==> config.mk <==
export PLATFORM = sky130hd
export DESIGN_NAME = pipelined_lookahead_subtractor
export DESIGN_NICKNAME = d
export VERILOG_FILES = /design/src/rtl/adder_pkg.sv /design/src/rtl/lookahead_half_adder.sv /design/src/rtl/pipelined_lookahead_subtractor.sv
export SDC_FILE = /design/constraint.sdc
export NUM_CORES = 1
export LEC_CHECK = 0
export CORE_ASPECT_RATIO = 0.8
export CORE_MARGIN = 4
export CORE_UTILIZATION = 30
export CTS_CLUSTER_DIAMETER = 120
export DETAILED_ROUTE_END_ITERATION = 16
export PLACE_DENSITY = 0.58
export SLEW_MARGIN = 20
export SYNTH_ARGS = -nofsm -noshare
export SYNTH_HDL_FRONTEND = slang
export SYNTH_SLANG_ARGS = --single-unit
==> constraint.sdc <==
create_clock -name clk -period 3.5 [get_ports clk]
set_input_delay 0.7 -clock clk [delete_from_list [all_inputs] [get_ports clk]]
set_output_delay 0.7 -clock clk [all_outputs]
set_load 0.005 [all_outputs]
==> src/rtl/adder_pkg.sv <==
// ---------------------------------------------------------------------------
// adder_pkg
// Shared definitions for the registered lookahead adder/subtractor blocks.
//   DEFAULT_WIDTH   : default operand width of the datapaths
//   sub_overflow()  : two's-complement overflow of a - b from the sign bits
// ---------------------------------------------------------------------------
package adder_pkg;

    localparam int DEFAULT_WIDTH = 64;

    // A subtraction overflows only when the operands have different signs
    // and the result's sign differs from the minuend's.
    function automatic logic sub_overflow(input logic a_msb,
                                          input logic b_msb,
                                          input logic diff_msb);
        return (a_msb ^ b_msb) & (diff_msb ^ a_msb);
    endfunction

endpackage

==> src/rtl/lookahead_half_adder.sv <==
// ---------------------------------------------------------------------------
// lookahead_half_adder
// N-bit carry-lookahead adder built on a parallel-prefix (Kogge-Stone)
// generate/propagate tree.
//   a, b  : addends (N bits)
//   cin   : carry in
//   sum   : a + b + cin, modulo 2^N
//   cout  : carry out of bit N-1
// ---------------------------------------------------------------------------
module lookahead_half_adder #(
    parameter int N = 32
) (
    input  logic [N-1:0] a,
    input  logic [N-1:0] b,
    input  logic         cin,
    output logic [N-1:0] sum,
    output logic         cout
);

    localparam int LEVELS = (N > 1) ? $clog2(N) : 1;

    // Group generate/propagate per prefix level; level L covers spans of 2^L bits.
    logic [N-1:0] gk [0:LEVELS];
    logic [N-1:0] pk [0:LEVELS];
    logic [N:0]   carry;

    assign gk[0] = a & b;
    assign pk[0] = a ^ b;

    genvar l;
    generate
        for (l = 0; l < LEVELS; l++) begin : g_prefix
            localparam int DIST = 1 << l;
            // Bits below DIST already hold their full prefix; the low mask keeps
            // their propagate intact so the carry-in can still ripple through.
            localparam logic [N-1:0] LOW_MASK = {N{1'b1}} >> (N - DIST);
            assign gk[l+1] = gk[l] | (pk[l] & (gk[l] << DIST));
            assign pk[l+1] = pk[l] & ((pk[l] << DIST) | LOW_MASK);
        end
    endgenerate

    // Carry into bit i+1 = prefix generate of bits [i:0], or the carry-in
    // propagated through all of them.
    assign carry = {gk[LEVELS] | (pk[LEVELS] & {N{cin}}), cin};
    assign sum   = pk[0] ^ carry[N-1:0];
    assign cout  = carry[N];

endmodule

==> src/rtl/pipelined_lookahead_subtractor.sv <==
// ---------------------------------------------------------------------------
// pipelined_lookahead_subtractor
// Three-stage pipelined subtractor: diff = a - b - bin, computed as
// a + ~b + ~bin with the carry chain split into two registered lookahead halves.
//   clk, rst_n           : clock, asynchronous active-low reset
//   in_valid / in_ready  : operand handshake (a, b, bin)
//   out_valid / out_ready: result handshake (diff, bout, ovf)
//   diff                 : a - b - bin modulo 2^WIDTH
//   bout                 : borrow out (unsigned a < b + bin)
//   ovf                  : two's-complement overflow
// ---------------------------------------------------------------------------
module pipelined_lookahead_subtractor
    import adder_pkg::*;
#(
    parameter int WIDTH = DEFAULT_WIDTH
) (
    input  logic             clk,
    input  logic             rst_n,
    input  logic             in_valid,
    output logic             in_ready,
    input  logic [WIDTH-1:0] a,
    input  logic [WIDTH-1:0] b,
    input  logic             bin,
    output logic             out_valid,
    input  logic             out_ready,
    output logic [WIDTH-1:0] diff,
    output logic             bout,
    output logic             ovf
);

    localparam int HALF = WIDTH / 2;

    // Stage 1 registers
    logic [WIDTH-1:0] a1, b1;
    logic             bin1, v1;

    // Stage 2 registers
    logic [HALF-1:0]  d_lo2, a_hi2, nb_hi2;
    logic             c2, a_msb2, b_msb2, v2;

    // Stage 3 registers
    logic             v3;

    logic             load1, load2, load3;
    logic [HALF-1:0]  lo_sum, hi_sum;
    logic             lo_cout, hi_cout;

    // Back-pressure ripples from the output towards the input within one
    // cycle, so a full pipe can shift every stage on the edge out_ready rises.
    assign load3     = v2 & (~v3 | out_ready);
    assign load2     = v1 & (~v2 | load3);
    assign in_ready  = ~v1 | load2;
    assign load1     = in_valid & in_ready;
    assign out_valid = v3;

    // Low half: subtraction as addition of the inverted subtrahend, with the
    // inverted borrow-in as carry-in.
    lookahead_half_adder #(.N(HALF)) u_lo (
        .a    (a1[HALF-1:0]),
        .b    (~b1[HALF-1:0]),
        .cin  (~bin1),
        .sum  (lo_sum),
        .cout (lo_cout)
    );

    // High half: continues from the carry registered between the halves.
    lookahead_half_adder #(.N(HALF)) u_hi (
        .a    (a_hi2),
        .b    (nb_hi2),
        .cin  (c2),
        .sum  (hi_sum),
        .cout (hi_cout)
    );

    // Stage valid bits: set on load, cleared when drained without refill.
    always_ff @(posedge clk or negedge rst_n) begin
        if (!rst_n) begin
            v1 <= 1'b0;
            v2 <= 1'b0;
            v3 <= 1'b0;
        end else begin
            if (load1)      v1 <= 1'b1;
            else if (load2) v1 <= 1'b0;
            if (load2)      v2 <= 1'b1;
            else if (load3) v2 <= 1'b0;
            if (load3)          v3 <= 1'b1;
            else if (out_ready) v3 <= 1'b0;
        end
    end

    // Stage 1: operand capture.
    always_ff @(posedge clk or negedge rst_n) begin
        if (!rst_n) begin
            a1   <= '0;
            b1   <= '0;
            bin1 <= 1'b0;
        end else if (load1) begin
            a1   <= a;
            b1   <= b;
            bin1 <= bin;
        end
    end

    // Stage 2: low-half result, inter-half carry and the operands the high half needs.
    always_ff @(posedge clk or negedge rst_n) begin
        if (!rst_n) begin
            d_lo2  <= '0;
            c2     <= 1'b0;
            a_hi2  <= '0;
            nb_hi2 <= '0;
            a_msb2 <= 1'b0;
            b_msb2 <= 1'b0;
        end else if (load2) begin
            d_lo2  <= lo_sum;
            c2     <= lo_cout;
            a_hi2  <= a1[WIDTH-1:HALF];
            nb_hi2 <= ~b1[WIDTH-1:HALF];
            a_msb2 <= a1[WIDTH-1];
            b_msb2 <= b1[WIDTH-1];
        end
    end

    // Stage 3: final result; a missing carry out of the top means a borrow.
    always_ff @(posedge clk or negedge rst_n) begin
        if (!rst_n) begin
            diff <= '0;
            bout <= 1'b0;
            ovf  <= 1'b0;
        end else if (load3) begin
            diff <= {hi_sum, d_lo2};
            bout <= ~hi_cout;
            ovf  <= sub_overflow(a_msb2, b_msb2, hi_sum[HALF-1]);
        end
    end

endmodule

==> metrics.cfg <==
[run_status]
outcome = finished clean

[die]
io_pins = 201
die_w_um = 250
initial_core_util_pct = 30.5
die_h_um = 201
std_cell_rows = 70
core-area_mm2 = 0.0459
dieArea_mm2 = 0.0503

[placement]
port_buffers = 200
gp_congestion = 0.850
placed_area_mm2 = 0.0168
hpwl_um = 26400

[setup_path]
r2r-start = a_hi2[9]
required_ps = 3920
reg2reg_to = bout
crit_arrival_ps = 3260
crit_type = flop to flop
r2r_setup_slack_ps = 660
startpoint = a_hi2[9]
endpoint = bout
start_kind = flop
r2r_cells = 9
cp-end-kind = flop
crit_fanout = 6

[power_and_ir_drop]
leakagePower_nw = 8.16
irDropWorstVdd_mv = 0.298
pwr_density_cell_mw_per_mm2 = 712

[min_path]
hold_path.class = primary input to asynchronous set/reset pin

[finish]
area_growth_pct = 28.1
finalInstanceArea_mm2 = 0.0180
nets = 1723
num-fill-cells = 4547
num_antenna_cells = 0
drive_gt1_share_pct = 15.5

[detailed_routing]
drcViolationCount = 0
ant_nets = 0
via_per_inst = 4.69
vias = 10100
wl_per_cell_um = 16.8
drt_iter0_markers = 459
first_pass_iters = 4
wl_um = 36200

[logic_synthesis]
syn-instance-count = 1323
synth_edf_count = 0
ys_types = 77
synth_warnings = 0
synth_area_mm2 = 0.0140
synthesis.nets = 1522
avgSynthCellArea_um2 = 10.6
synth_seq_cells = 296
synth_ff_type = dfrtp_1
async_flop_share_pct = 100
ys_seq_area_share_pct = 52.9

[clocking]
clkTransAtPathRegs_ps = 60
cts_hold_buf = 0
cts_setup_buffers = 0
clock-sinks = 296
root_buffer = clkbuf_16
post_cts_resized = 0
clock_path_buffers = 3
cts_tree = built
cts_buffers = 34
cts_max_level = 2
clkLatencyLatePin_ps = 530

[timing]
rsz0062_at_grt = no
final.setup.tns_ps = 0
finalHoldViolations = 0
finalSetupViolCount = 0
drv_slew = 0
period_minus_slack_ps = 2840
worstMarginPinSlew_ps = 678
period_share_pct = 81.3
maxSlewHeadroom_pct = 54.8
skew_ps = 14.1
max_freq_ghz = 0.352

[global_route]
grt_pass1_vias = 10800
overflow = 0
grt_use_total_pct = 14.6
grt_first_pass_wirelength_um = 59700
antenna_found_initial = 0
grt_max_degree = 73

[job]
maxCapViolCount = 0

## registers in the layout, indices dropped and copies added, names as in the netlist
| register | count |
|---|---|
| a1 | 64 |
| a_hi2 | 32 |
| b1 | 64 |
| b_msb2 | 1 |
| bin1 | 1 |
| bout | 1 |
| c2 | 1 |
| d_lo2 | 32 |
| diff | 64 |
| nb_hi2 | 32 |
| out_valid | 1 |
| ovf | 1 |
| v1 | 1 |
| v2 | 1 |
## kinds of logic after synthesis
family          count (synthesis)  synth area share (%)
xor+xnor                       43                  2.69
compound gates                249                  12.0
fa+ha+maj                      66                  6.00
simple gates                  440                  13.2
mux                           130                  10.4
flops                         296                  52.9
buf+inv                        99                  2.79
## through the flow
| stage | setup WS, ps | power (mW) | utilization (%) | hold slack [ps] | std cells |
|---|---|---|---|---|---|
| floorplan | 1050 | 7.37 | - | 404 | 1323 |
| global placement | 809 | 9.19 | 36.7 | 444 | 2100 |
| detailed placement | 759 | 9.28 | 36.7 | 452 | 2100 |
| CTS | 751 | 13.0 | 39.1 | 128 | 2156 |
| global route | 387 | 13.7 | 39.1 | 166 | 2156 |
| finish | 655 | 12.8 | 39.1 | 142 | 2156 |
## worst min path at each step
stage                       endpoint  slack, ps  cells past startpoint
after floorplan                a1[0]        400                      0
after global placement    nb_hi2[12]        440                      1
after detailed placement    diff[17]        450                      2
after CTS                     b1[43]        130                      1
after global routing          b1[46]        170                      1
final                         b1[45]        140                      1
## layer usage
layer	up-vias	wire length, um	GRT usage, %
li1	4950	-	-
met1	4963	17500	20.3
met2	162	16400	22.9
met3	45	1540	3.10
met4	0	796	4.36
met5	-	0	0
## worst max-delay path, cell delays in order, from the launching register on
cell       delay [ps]
dfrtp_1           380
ha_1              380
a21oi_1           100
o21ai_0           250
a311oi_1          150
o2bb2ai_1         540
o21ai_2           240
o21ai_0           260
nand3_1           110
a221o_1           320
## final cells by class
class / instances / area (um^2) / area share, %
multi-input cells: 928 / 6240 / 34.7
repair buffers: 221 / 2250 / 12.5
clock buffers: 49 / 1040 / 5.78
inverters: 43 / 161 / 0.899
clock inverters: 7 / 91.3 / 0.509
well taps: 612 / 766 / 4.27
flip-flops and latches: 296 / 7410 / 41.3
## layout by cell type, fill, tap and decap left out, types with 3 or more instances in the layout
cell type	synthesis	final
ha_1	64	64
buf_12	0	7
nand3_1	16	16
clkbuf_1	51	3
nand2b_1	6	6
o21ai_2	3	3
o311ai_1	3	3
a21oi_1	38	38
o21bai_1	6	6
o21ai_0	93	93
xnor2_1	26	26
clkdlybuf4s50_1	0	199
nand3b_1	3	3
a211oi_1	4	4
nor3_1	13	13
o311ai_0	4	4
or3_1	4	4
mux2_2	130	130
clkinv_2	0	3
nand2_1	328	326
o31ai_1	9	9
and3_2	3	3
buf_4	0	14
nor2b_1	6	6
clkbuf_8	1	11
a21o_1	34	34
a211o_1	3	3
nand2_4	0	3
o21ai_1	4	4
o21a_1	9	9
clkbuf_16	0	35
inv_1	43	43
nor2_1	32	32
nand4_1	7	7
o31a_1	3	3
a21boi_0	4	4
xor2_1	17	17
dfrtp_1	296	296
## synth_stat cells (all sizes together), types with 4 or more instances
cell type | n | area [um^2]
a211oi | 7 | 75.1
a21boi | 5 | 37.5
a21o | 34 | 255
a21oi | 39 | 199
and2 | 5 | 33.8
and3 | 5 | 35.0
buf | 4 | 23.8
clkbuf | 52 | 205
dfrtp | 296 | 7410
ha | 64 | 801
inv | 43 | 161
mux2 | 130 | 1460
nand2 | 329 | 1240
nand2b | 6 | 37.5
nand3 | 16 | 80.1
nand4 | 7 | 43.8
nor2 | 34 | 143
nor2b | 6 | 37.5
nor3 | 14 | 75.1
o21a | 10 | 76.3
o21ai | 100 | 512
o21bai | 6 | 45.0
o311ai | 7 | 61.3
o31ai | 10 | 80.1
or3 | 6 | 40.0
xnor2 | 26 | 228
xor2 | 17 | 149
## power breakdown
group,leakage [nW],internal (mW),total [mW],switching (mW)
logic,4.05,2.12,4.21,2.10
clock network,0.559,2.20,3.62,1.42
registers,3.55,4.36,4.95,0.593
total,8.16,8.67,12.8,4.11
Power figures use the tool's default switching activity.
